<file path="src/rtl/mips_multicycle_ctrl.sv">
// Main control FSM for the multi-cycle MIPS datapath: fetch, decode, execute,
// memory and writeback sequencing, with stalls on the memory-ready handshake.
module mips_multicycle_ctrl #(
   parameter logic [5:0] OP_RTYPE = 6'b000000,
   parameter logic [5:0] OP_LW    = 6'b100011,
   parameter logic [5:0] OP_SW    = 6'b101011,
   parameter logic [5:0] OP_BEQ   = 6'b000100,
   parameter logic [5:0] OP_ADDI  = 6'b001000,
   parameter logic [5:0] OP_J     = 6'b000010
) (
   input  logic       clk,
   input  logic       reset,
   input  logic [5:0] op,
   input  logic       zero,
   input  logic       mem_ready,
   output logic       pc_en,
   output logic       ir_write,
   output logic       mem_write,
   output logic       iord,
   output logic       reg_write,
   output logic       reg_dst,
   output logic       mem_to_reg,
   output logic       alu_src_a,
   output logic [1:0] alu_src_b,
   output logic [1:0] alu_op,
   output logic [1:0] pc_src,
   output logic       illegal_op,
   output logic [3:0] state
);

   typedef enum logic [3:0] {
      FETCH   = 4'd0,
      DECODE  = 4'd1,
      MEMADR  = 4'd2,
      MEMRD   = 4'd3,
      MEMWB   = 4'd4,
      MEMWR   = 4'd5,
      EXECUTE = 4'd6,
      ALUWB   = 4'd7,
      BRANCH  = 4'd8,
      ADDIEX  = 4'd9,
      ADDIWB  = 4'd10,
      JUMP    = 4'd11
   } state_t;

   state_t state_q;
   logic   pc_write;
   logic   branch;

   always_ff @(posedge clk or negedge reset) begin
      if (!reset) begin
         state_q    <= FETCH;
         illegal_op <= 1'b0;
      end else begin
         illegal_op <= 1'b0;
         case (state_q)
            FETCH:   state_q <= mem_ready ? DECODE : FETCH;
            DECODE: begin
               if (op == OP_LW || op == OP_SW) state_q <= MEMADR;
               else if (op == OP_RTYPE)        state_q <= EXECUTE;
               else if (op == OP_BEQ)          state_q <= BRANCH;
               else if (op == OP_ADDI)         state_q <= ADDIEX;
               else if (op == OP_J)            state_q <= JUMP;
               else begin
                  state_q    <= FETCH;
                  illegal_op <= 1'b1;
               end
            end
            MEMADR: begin
               if (op == OP_LW)      state_q <= MEMRD;
               else if (op == OP_SW) state_q <= MEMWR;
               else                  state_q <= FETCH;
            end
            MEMRD:   state_q <= mem_ready ? MEMWB : MEMRD;
            MEMWR:   state_q <= mem_ready ? FETCH : MEMWR;
            EXECUTE: state_q <= ALUWB;
            ADDIEX:  state_q <= ADDIWB;
            default: state_q <= FETCH;
         endcase
      end
   end

   assign state = state_q;

   always_comb begin
      pc_write   = 1'b0;
      branch     = 1'b0;
      ir_write   = 1'b0;
      mem_write  = 1'b0;
      iord       = 1'b0;
      reg_write  = 1'b0;
      reg_dst    = 1'b0;
      mem_to_reg = 1'b0;
      alu_src_a  = 1'b0;
      alu_src_b  = 2'b00;
      alu_op     = 2'b00;
      pc_src     = 2'b00;
      case (state_q)
         FETCH: begin
            // PC+4 and IR load only commit once the instruction word arrives
            alu_src_b = 2'b01;
            ir_write  = mem_ready;
            pc_write  = mem_ready;
         end
         DECODE:  alu_src_b = 2'b11;
         MEMADR: begin
            alu_src_a = 1'b1;
            alu_src_b = 2'b10;
         end
         MEMRD:   iord = 1'b1;
         MEMWB: begin
            mem_to_reg = 1'b1;
            reg_write  = 1'b1;
         end
         MEMWR: begin
            iord      = 1'b1;
            mem_write = 1'b1;
         end
         EXECUTE: begin
            alu_src_a = 1'b1;
            alu_op    = 2'b10;
         end
         ALUWB: begin
            reg_dst   = 1'b1;
            reg_write = 1'b1;
         end
         BRANCH: begin
            alu_src_a = 1'b1;
            alu_op    = 2'b01;
            pc_src    = 2'b01;
            branch    = 1'b1;
         end
         ADDIEX: begin
            alu_src_a = 1'b1;
            alu_src_b = 2'b10;
         end
         ADDIWB:  reg_write = 1'b1;
         JUMP: begin
            pc_src   = 2'b10;
            pc_write = 1'b1;
         end
         default: ;
      endcase
   end

   assign pc_en = pc_write | (branch & zero);

endmodule

</file>
<file path="config.mk">
export PLATFORM = sky130hd
export DESIGN_NAME = mips_multicycle_ctrl
export DESIGN_NICKNAME = d
export VERILOG_FILES = /design/src/rtl/mips_multicycle_ctrl.sv
export SDC_FILE = /design/constraint.sdc
export NUM_CORES = 1
export LEC_CHECK = 0
export ABC_AREA = 1
export ABC_CLOCK_PERIOD_IN_PS = 1400
export CORE_MARGIN = 1.5
export CORE_UTILIZATION = 38
export DETAILED_ROUTE_END_ITERATION = 6
export GPL_ROUTABILITY_DRIVEN = 0
export PLACE_DENSITY = 0.76
export SLEW_MARGIN = 20
export SYNTH_ARGS = -nofsm -noshare
export SYNTH_HDL_FRONTEND = slang
export SYNTH_SLANG_ARGS = --single-unit
</file>
<file path="constraint.sdc">
create_clock -name clk -period 1.4 [get_ports clk]
set_input_delay 0.28 -clock clk [delete_from_list [all_inputs] [get_ports clk]]
set_output_delay 0.28 -clock clk [all_outputs]
set_load 0.03 [all_outputs]
</file>
Word level (Yosys, flattened, before mapping)

Index checks and enable logic that the tools add are counted.

Equal/unequal tests: 16
Muxes and demuxes: 29
Bitwise logic cells: 2
Reduce and logical (&&, ||, !) cells: 7

Operators with widths:

| kind                                                            | count |
|---|---|
| 4-bit one-hot mux with 7 select lines                           | 1 |
| 4-bit two-way mux                                               | 5 |
| 4-bit by 3-bit == test with 1-bit output, second input constant | 4 |
| 4-bit == test, second input constant                            | 4 |
| 1-bit two-way mux                                               | 15 |
| 6-bit == test, second input constant                            | 2 |
| 3-bit two-way mux                                               | 4 |
| 4-bit by 2-bit == test with 1-bit output, second input constant | 2 |
| 2-bit one-hot mux with 2 select lines                           | 2 |
| 6-bit by 2-bit == test with 1-bit output, second input constant | 1 |
| 6-bit by 3-bit == test with 1-bit output, second input constant | 1 |
| 6-bit by 4-bit == test with 1-bit output, second input constant | 1 |
| 6-bit zero test                                                 | 1 |
| 2-bit one-hot mux with 3 select lines                           | 1 |
| 4-bit by 1-bit == test with 1-bit output, second input constant | 1 |
| 4-bit zero test                                                 | 1 |
| 2-bit OR reduction                                              | 2 |
| 4-bit OR reduction                                              | 1 |
| 3-bit OR reduction                                              | 1 |
| 1-bit one-hot mux with 2 select lines                           | 1 |
| 1-bit AND                                                       | 1 |
| 1-bit logical OR                                                | 1 |
| 1-bit OR                                                        | 1 |

Register bits: 5
Bits of input ports: 10
Output and inout bits: 19
Logic and storage cells: 56

Longest topological paths before layout

Gate-level depths: netlist of the first run.

Depth after elaboration: 7
Mapped depth: 7
Mapped depth without buffers: 7

Worst setup path before layout of the first run

OpenSTA, ideal clock, no wires.

Kind: reg2out
Start point: reg state_q[0], in the netlist state[0]
End point: out pc_en
Data arrival time: 1653 ps
Required time: 1120 ps
Setup slack: -533 ps
Stages on the path, launching flop included: 6
Buffers on the path: 0
Path through: dfrtp_1 -> nor2_1 -> inv_1 -> nor2_1 -> nand2_1 -> nand3b_1

Word-level cells in the longest chain between the ends: 4
Elaborated cells between the ends (all ways): 7
Classes of those cells: eq/ne: 2; mux: 2; bitwise: 2; reduce/logical: 1

Ends and longest elaborated chain:

| element                  | line | RTL |
|---|---|---|
| start: declaration       | 46   | `state_t state_q;` |
| start signal: assignment | 57   | `FETCH: state_q <= mem_ready ? DECODE : FETCH;` |
| start signal: assignment | 74   | `MEMRD: state_q <= mem_ready ? MEMWB : MEMRD;` |
| start signal: assignment | 75   | `MEMWR: state_q <= mem_ready ? FETCH : MEMWR;` |
| 4-bit == test            | 98   | `case (state_q)` |
| 1-bit two-way mux        | 98   |  |
| 1-bit AND                | 146  | `assign pc_en = pc_write \| (branch & zero);` |
| 1-bit OR *               | 146  |  |
| end: declaration         | 16   | `output logic pc_en,` |

Every way passes the cells marked *; elsewhere a longest branch is shown, timed or not.

Final worst setup path of the first run

Start point: reg state_q[1], in the netlist state[1]
End point: out pc_en

Same word-level chain as after synthesis.

==> results.md, run 1 <==
- First-pass DRT Iterations: 4
- Die ar.: about 0.0017 mm²
- Fin crit share: 115%
- Pin count of the biggest net entering global routing: 6
- Register area share after synthesis: 23.0%
- FF+latch count, synth: 5
- Residual DRC: 0
- Min-Delay Path Class: input port to asynchronous set/reset pin
- Comb pwr share: between 40% and 50%
- Ys async rst share: 100%
- Number of vias per cell: 4.82
- Clock Tree Buf Depth: 2
- Tot GR Track Use: 20.9%
- Sw frac: 39.8%
- Hpwl dp: 1.18 mm
- Largest area contributor in the netlist: dfrtp_1
- Skew final: 0.00296 ns
- Max Clock Freq: 0.619 GHz
- Critical R2R Launch: state[3]
- Starting Density: between 40 and 50%
- Final setup vio count: 16
- Max-Cap Viols: 0
- Die W: slightly above 40 µm
- Nets: 150
- Initial DRC count: 14
- Post-route setup TNS: -1.94 ns
- Fin. max-slew vios: 0
- Crit end category: output pin
- Routed vias: roughly 740
- Top cells by area, synth: dfrtp_1, nand2_1, nor2_1
- Net Sw Power: approximately 0.00026 W
- CTS Sinks: 5
- Setup ws final: -0.215 ns
- Ys Warns: 0
- Normalized max-slew margin: 79.9%
- Global-route wire length before repair: between 2 and 2.5 mm
- DR WL/cell: 11.6 µm
- DRT antenna net count: 0
- Crit path time final: 1.61 ns
- Synth cell count leaders: nand2_1, nor2_1, inv_1, nand3_1, dfrtp_1
- Initial antenna violation count: 0
- GRT Residual Overflow: 0
- Vias in the first global route: 550
- Crit Path Category: register to output pin
- Crit Path Max Fanout: 4
- Distinct cells, synth: 16
- Reg clk slew, reported paths: 0.04 ns
- Synthesized area per cell: 5.60 µm²
- P_leak: 0.566 nW
- Site Rows: 13
- Post-synth EDFFs: 0
- Worst Tran Pin Value: ~0.30 ns
- CP Data Arrival Time: around 1.3 ns
- ANT cells: 0
- TritonCTS Buffers: 3
- Number of I/O port buffers: 28
- Mapped cell area: 543 µm²
- P&R area growth vs syn: 92.2%
- Crit path launch type: register
- Final wirelength: 1.79 mm
- Internal power: 0.000387 W
- Core Box Area: 0.00132 mm²
- Layout cells sized above 1: 46.8%
- Clock Latency Late Sink: 0.24 ns
- CTS tree: built
- Syn nets: 107
- Failing checks: negative setup slack
- # IOs: 29
- Syn Inst Count: 97
- Ys flop type: dfrtp_1
- Clock power share: 25.6%
- Sequential Power Share: 27.3%
- Vert. Die Dim: 40.8 µm
- Post-synth top area share: roughly 23%
- Status: finished, violations left
- Root Buffer: clkbuf_4
- Worst IR Drop VDD: 692 µV
- Worst path required time: 1.12 ns
- Top-count cell post-synth: nand2_1
- Setup crit start: state[1]
- CTS HTree Levels: 1
- Hold Slack: between 0.2 and 0.3 ns
- Fin. Hold Viols: 0
- Cell Pwr Density: 617 mW/mm²
- RSZ-0062 raised after global routing: yes
-- power by group through the flow --
stage,logic [W],registers (W),clock network [W]
CTS,0.000286,0.000172,0.000170
global placement,0.000267,0.000171,0
detailed placement,0.000266,0.000171,0
floorplan,0.000144,0.000193,0
finish,0.000303,0.000176,0.000165
global route,0.000325,0.000176,0.000182
-- per-stage QoR --
stage / instance area [µm²] / setup WS, ns / total power (W) / util (%) / std cells
2_1_floorplan: 601 / -0.156 / 0.000337 / - / 97
3_3_place_gp: 855 / -0.0329 / 0.000437 / 64.9 / 139
3_5_place_dp: 855 / -0.0373 / 0.000437 / 64.9 / 139
4_1_cts: 988 / -0.201 / 0.000628 / 75.0 / 150
5_1_grt: 1040 / -0.270 / 0.000684 / 79.2 / 154
6_report: 1040 / -0.215 / 0.000644 / 79.2 / 154
-- logic make-up after synthesis --
kind of cell,count (synthesis),share of synthesized area [%]
simple gates,67,57.4
buf+inv,20,15.0
flops,5,23.0
compound gates,5,4.61
-- cell usage in the layout (no fill, tap or decap) --
master / n
nor2_1: 17
nand2_4: 3
inv_1: 10
nor2_2: 1
and2_1: 1
clkbuf_1: 1
a21oi_2: 1
inv_4: 4
nand2_2: 5
nand2_1: 17
clkbuf_4: 3
nor2_4: 9
dfrtp_1: 1
a21oi_4: 1
nand3b_1: 1
buf_4: 16
dlygate4sd2_1: 3
inv_2: 5
buf_6: 11
dfrtp_2: 4
o21ai_0: 1
o21ai_2: 2
nand3_1: 13
clkdlybuf4s50_1: 9
-- registers in the layout, summed over array words and instances (netlist names) --
name,flops
state,4
illegal_op,1
-- critical path, stage by stage (launching register included) --
cell      delay [ns]
dfrtp_2         0.46
nor2_4          0.14
inv_2           0.07
nor2_4          0.13
nand2_1         0.07
nand3b_1        0.10
buf_6           0.14
-- routing by layer --
metal	wire length (µm)	up-vias	GRT usage (%)
li1	-	379	-
met4	0	0	5.00
met1	672	336	25.7
met5	0	-	0
met3	80	0	4.89
met2	1040	28	36.3
-- worst paths after layout --
kind	end	slack [ns]	depth (start not counted)
max	pc_en	-0.21	6
max in group asynchronous	state[3]	0.93	1
max reg2reg	state[1]	-0.01	8
min reg2reg	state[3]	0.84	5
min	state[0]	0.26	1
min in group clk	state[2]	0.72	3
-- what timing repair did --
item                                    CTS  global route
pin swaps                                 6             5
hold buffers                              0             0
setup buffers                             7             4
endpoints found under the setup margin   18            16
resized for setup                        23            12
-- area by class of cell --
type                    count  area [µm²]
multi-input cells          72         427
repair buffers             39         360
fillers                   103         274
flip-flops and latches      5         130
inverters                  19        81.3
clock buffers               4        26.3
well taps                  15        18.8
Power figures use the tool's default switching activity.
==> run 2, diff against run 1 <==
Settings changed: PLACE_DENSITY 0.76 to default, PLACE_DENSITY_LB_ADDON from default to 0.25.
==> run 2 against run 1 <==
Against the previous run:
- the run still ends with negative setup slack left
- combinational power grew 2%
- flip-flop and latch count is the same
- hold slack worse by 0.025 ns
- clock-buffer cell count is the same
- die area is the same
- power rose by 3.1%
- highest routed layer is now met4
==> results.md, run 2 (synthesis gave the netlist of run 1 again) <==
- RSZ-0062 raised after global routing: yes
- Crit path time final: 1.61 ns (-0.00591 ns)
- Clock power share: 26.8% (+1.2 points)
- Critical path's slowest cell: dfrtp_2
- Root Buffer: clkbuf_4
- Fin. max-slew vios: 0 (unchanged)
- Max Clock Freq: 0.622 GHz (+0.37%)
- Initial DRC count: 10 (-4)
- Clock Tree Buf Depth: 2 (unchanged)
- DR WL/cell: 10.5 µm (-9.3%)
- Die W: 40.8 µm (unchanged)
- CP Data Arrival Time: 1.33 ns (about the same)
- TritonCTS Buffers: 3 (unchanged)
- Clock Latency Late Sink: 0.25 ns (about the same)
- Residual DRC: 0 (unchanged)
- First-pass DRT Iterations: 4 (unchanged)
- P_leak: 0.549 nW (-2.9%)
- Comb pwr share: 46.7% (-0.4 points)
- Post-Place Setup Slack: -0.0477 ns (-0.0104 ns)
- CTS Sinks: 5 (unchanged)
- Post-route cell area: 0.00102 mm² (-2.3%)
- Final wirelength: 1.59 mm (-11%)
- Final setup vio count: 15 (-1)
- Nets: 147 (-2.0%)
- Internal power: 0.000394 W (+1.8%)
- Fin crit share: 115% (-0.42 points)
- Number of I/O port buffers: 28 (unchanged)
- Min-Delay Path Class: input port to asynchronous set/reset pin
- Normalized max-slew margin: 80.3% (+0.34 points)
- Worst IR Drop VDD: 505 µV (-27%)
- Initial antenna violation count: 0 (unchanged)
- CTS HTree Levels: 1 (unchanged)
- Cell Pwr Density: 651 mW/mm² (+5.5%)
- Crit end category: output pin
- Setup ws final: -0.209 ns (+0.00591 ns)
- Skew final: 0.00350 ns (+0.000548 ns)
- Pin count of the biggest net entering global routing: 7 (+1)
- GRT Residual Overflow: 0 (unchanged)
- Core Box Area: 0.00132 mm² (unchanged)
- Worst Tran Pin Value: 0.297 ns (-0.00505 ns)
- Final design utilization: 77.4% (-1.8 points)
- Commonest non-fill, non-tap cells in the layout: nand2_1, nor2_1, nand3_1, buf_4
- Crit-path cells: inv_4 > nor2_4 > nand2_2 > inv_2 > a21oi_4 > nand2_2 > buf_4
- Worst path required time: 1.12 ns (about the same)
- Global-route wire length before repair: 2.21 mm (-3.9%)
- Crit path launch type: register
- Status: finished, violations left
- Max-Cap Viols: 0 (unchanged)
- Total Power: 0.000664 W (+3.1%)
- Sw frac: 40.6% (+0.76 points)
- Tot GR Track Use: 21.1% (+0.18 points)
- ANT cells: 0 (unchanged)
- Vias in the first global route: 562 (+2.2%)
- Most frequent CP cell: nand2_2
- Failing checks: negative setup slack
- Cell Area, Placed: 862 µm² (+0.88%)
- CTS tree: built
- Die ar.: 0.00166 mm² (unchanged)
- Hpwl dp: 1.20 mm (+2.2%)
- Most common cell after layout, fill and taps aside: nand2_1
- Crit Path Category: register to output pin
- Net Sw Power: 0.000269 W (+5.1%)
- Largest register FFs: 4 (unchanged)
- Number of vias per cell: 4.73 (-2.0%)
- Starting Density: 41.2% (unchanged)
- Sequential Power Share: 26.5% (-0.8 points)
- CP peak stage delay: 0.45 ns (about the same)
- # IOs: 29 (unchanged)
- Post-route setup TNS: -2.02 ns (-0.0830 ns)
- Fin. Hold Viols: 0 (unchanged)
- Routed vias: 714 (-3.9%)
- Site Rows: 13 (unchanged)
- Crit Path Max Fanout: 4 (unchanged)
- Vert. Die Dim: 40.8 µm (unchanged)
- Layout cells sized above 1: 46.3% (-0.44 points)
- Reg clk slew, reported paths: 0.05 ns (about the same)
- DRT antenna net count: 0 (unchanged)
- P&R area growth vs syn: 87.8%
## run 2: stage by stage
step / hold WS (ns) / std cells
floorplan: -0.0156 / 97
global placement: 0.507 / 140
detailed placement: 0.509 / 140
CTS: 0.243 / 147
global route: 0.244 / 151
finish: 0.234 / 151
## run 2: layout make-up
class / count / area (µm²)
clock buffers: 4 / 26.3
multi-input cells: 72 / 429
repair buffers: 36 / 332
inverters: 19 / 83.8
fillers: 100 / 298
well taps: 15 / 18.8
flip-flops and latches: 5 / 130
## run 2: per-layer routing
layer	part of all wire (%)	GRT usage, %	routed length, µm
met1	38	22.6	606
met2	56	37.1	894
met3	3.4	3.26	54
met4	2.4	15.0	38
met5	0	0	0
## run 2: final timing paths
kind | startpoint | cells after the start | endpoint | slack [ns]
worst max-delay path | state[1] | 7 | alu_src_a | -0.21
worst min-delay path | reset | 1 | state[1] | 0.23
worst max register to register | state[3] | 6 | state[0] | 0.17
worst min register to register | state[1] | 5 | state[3] | 0.80
max in group asynchronous | reset | 1 | state[2] | 0.97
min in group clk | op[3] | 3 | state[2] | 0.70
## run 2: critical path, delay by kind of cell (launching register included)
| kind | cells | cell delay (ns) |
|---|---|---|
| buffers and inverters | 3 | 0.31 |
| and+or+nand+nor | 3 | 0.19 |
| AOI/OAI and AO/OA | 1 | 0.12 |
| DFF | 1 | 0.45 |
## run 2: repair_timing
item / in CTS / in global routing
resized for setup: 20 / 14
hold buffers: 0 / 0
pin swaps: 7 / 6
setup endpoints to repair: 18 / 16
buffers inserted: 3 / 4
## run 2: power groups by stage
stage	registers [W]	logic, W	clock network, W
after global placement	0.000170	0.000264	0
after global routing	0.000176	0.000336	0.000192
after CTS	0.000171	0.000278	0.000177
after detailed placement	0.000171	0.000267	0
after floorplan	0.000193	0.000144	0
final	0.000176	0.000310	0.000178
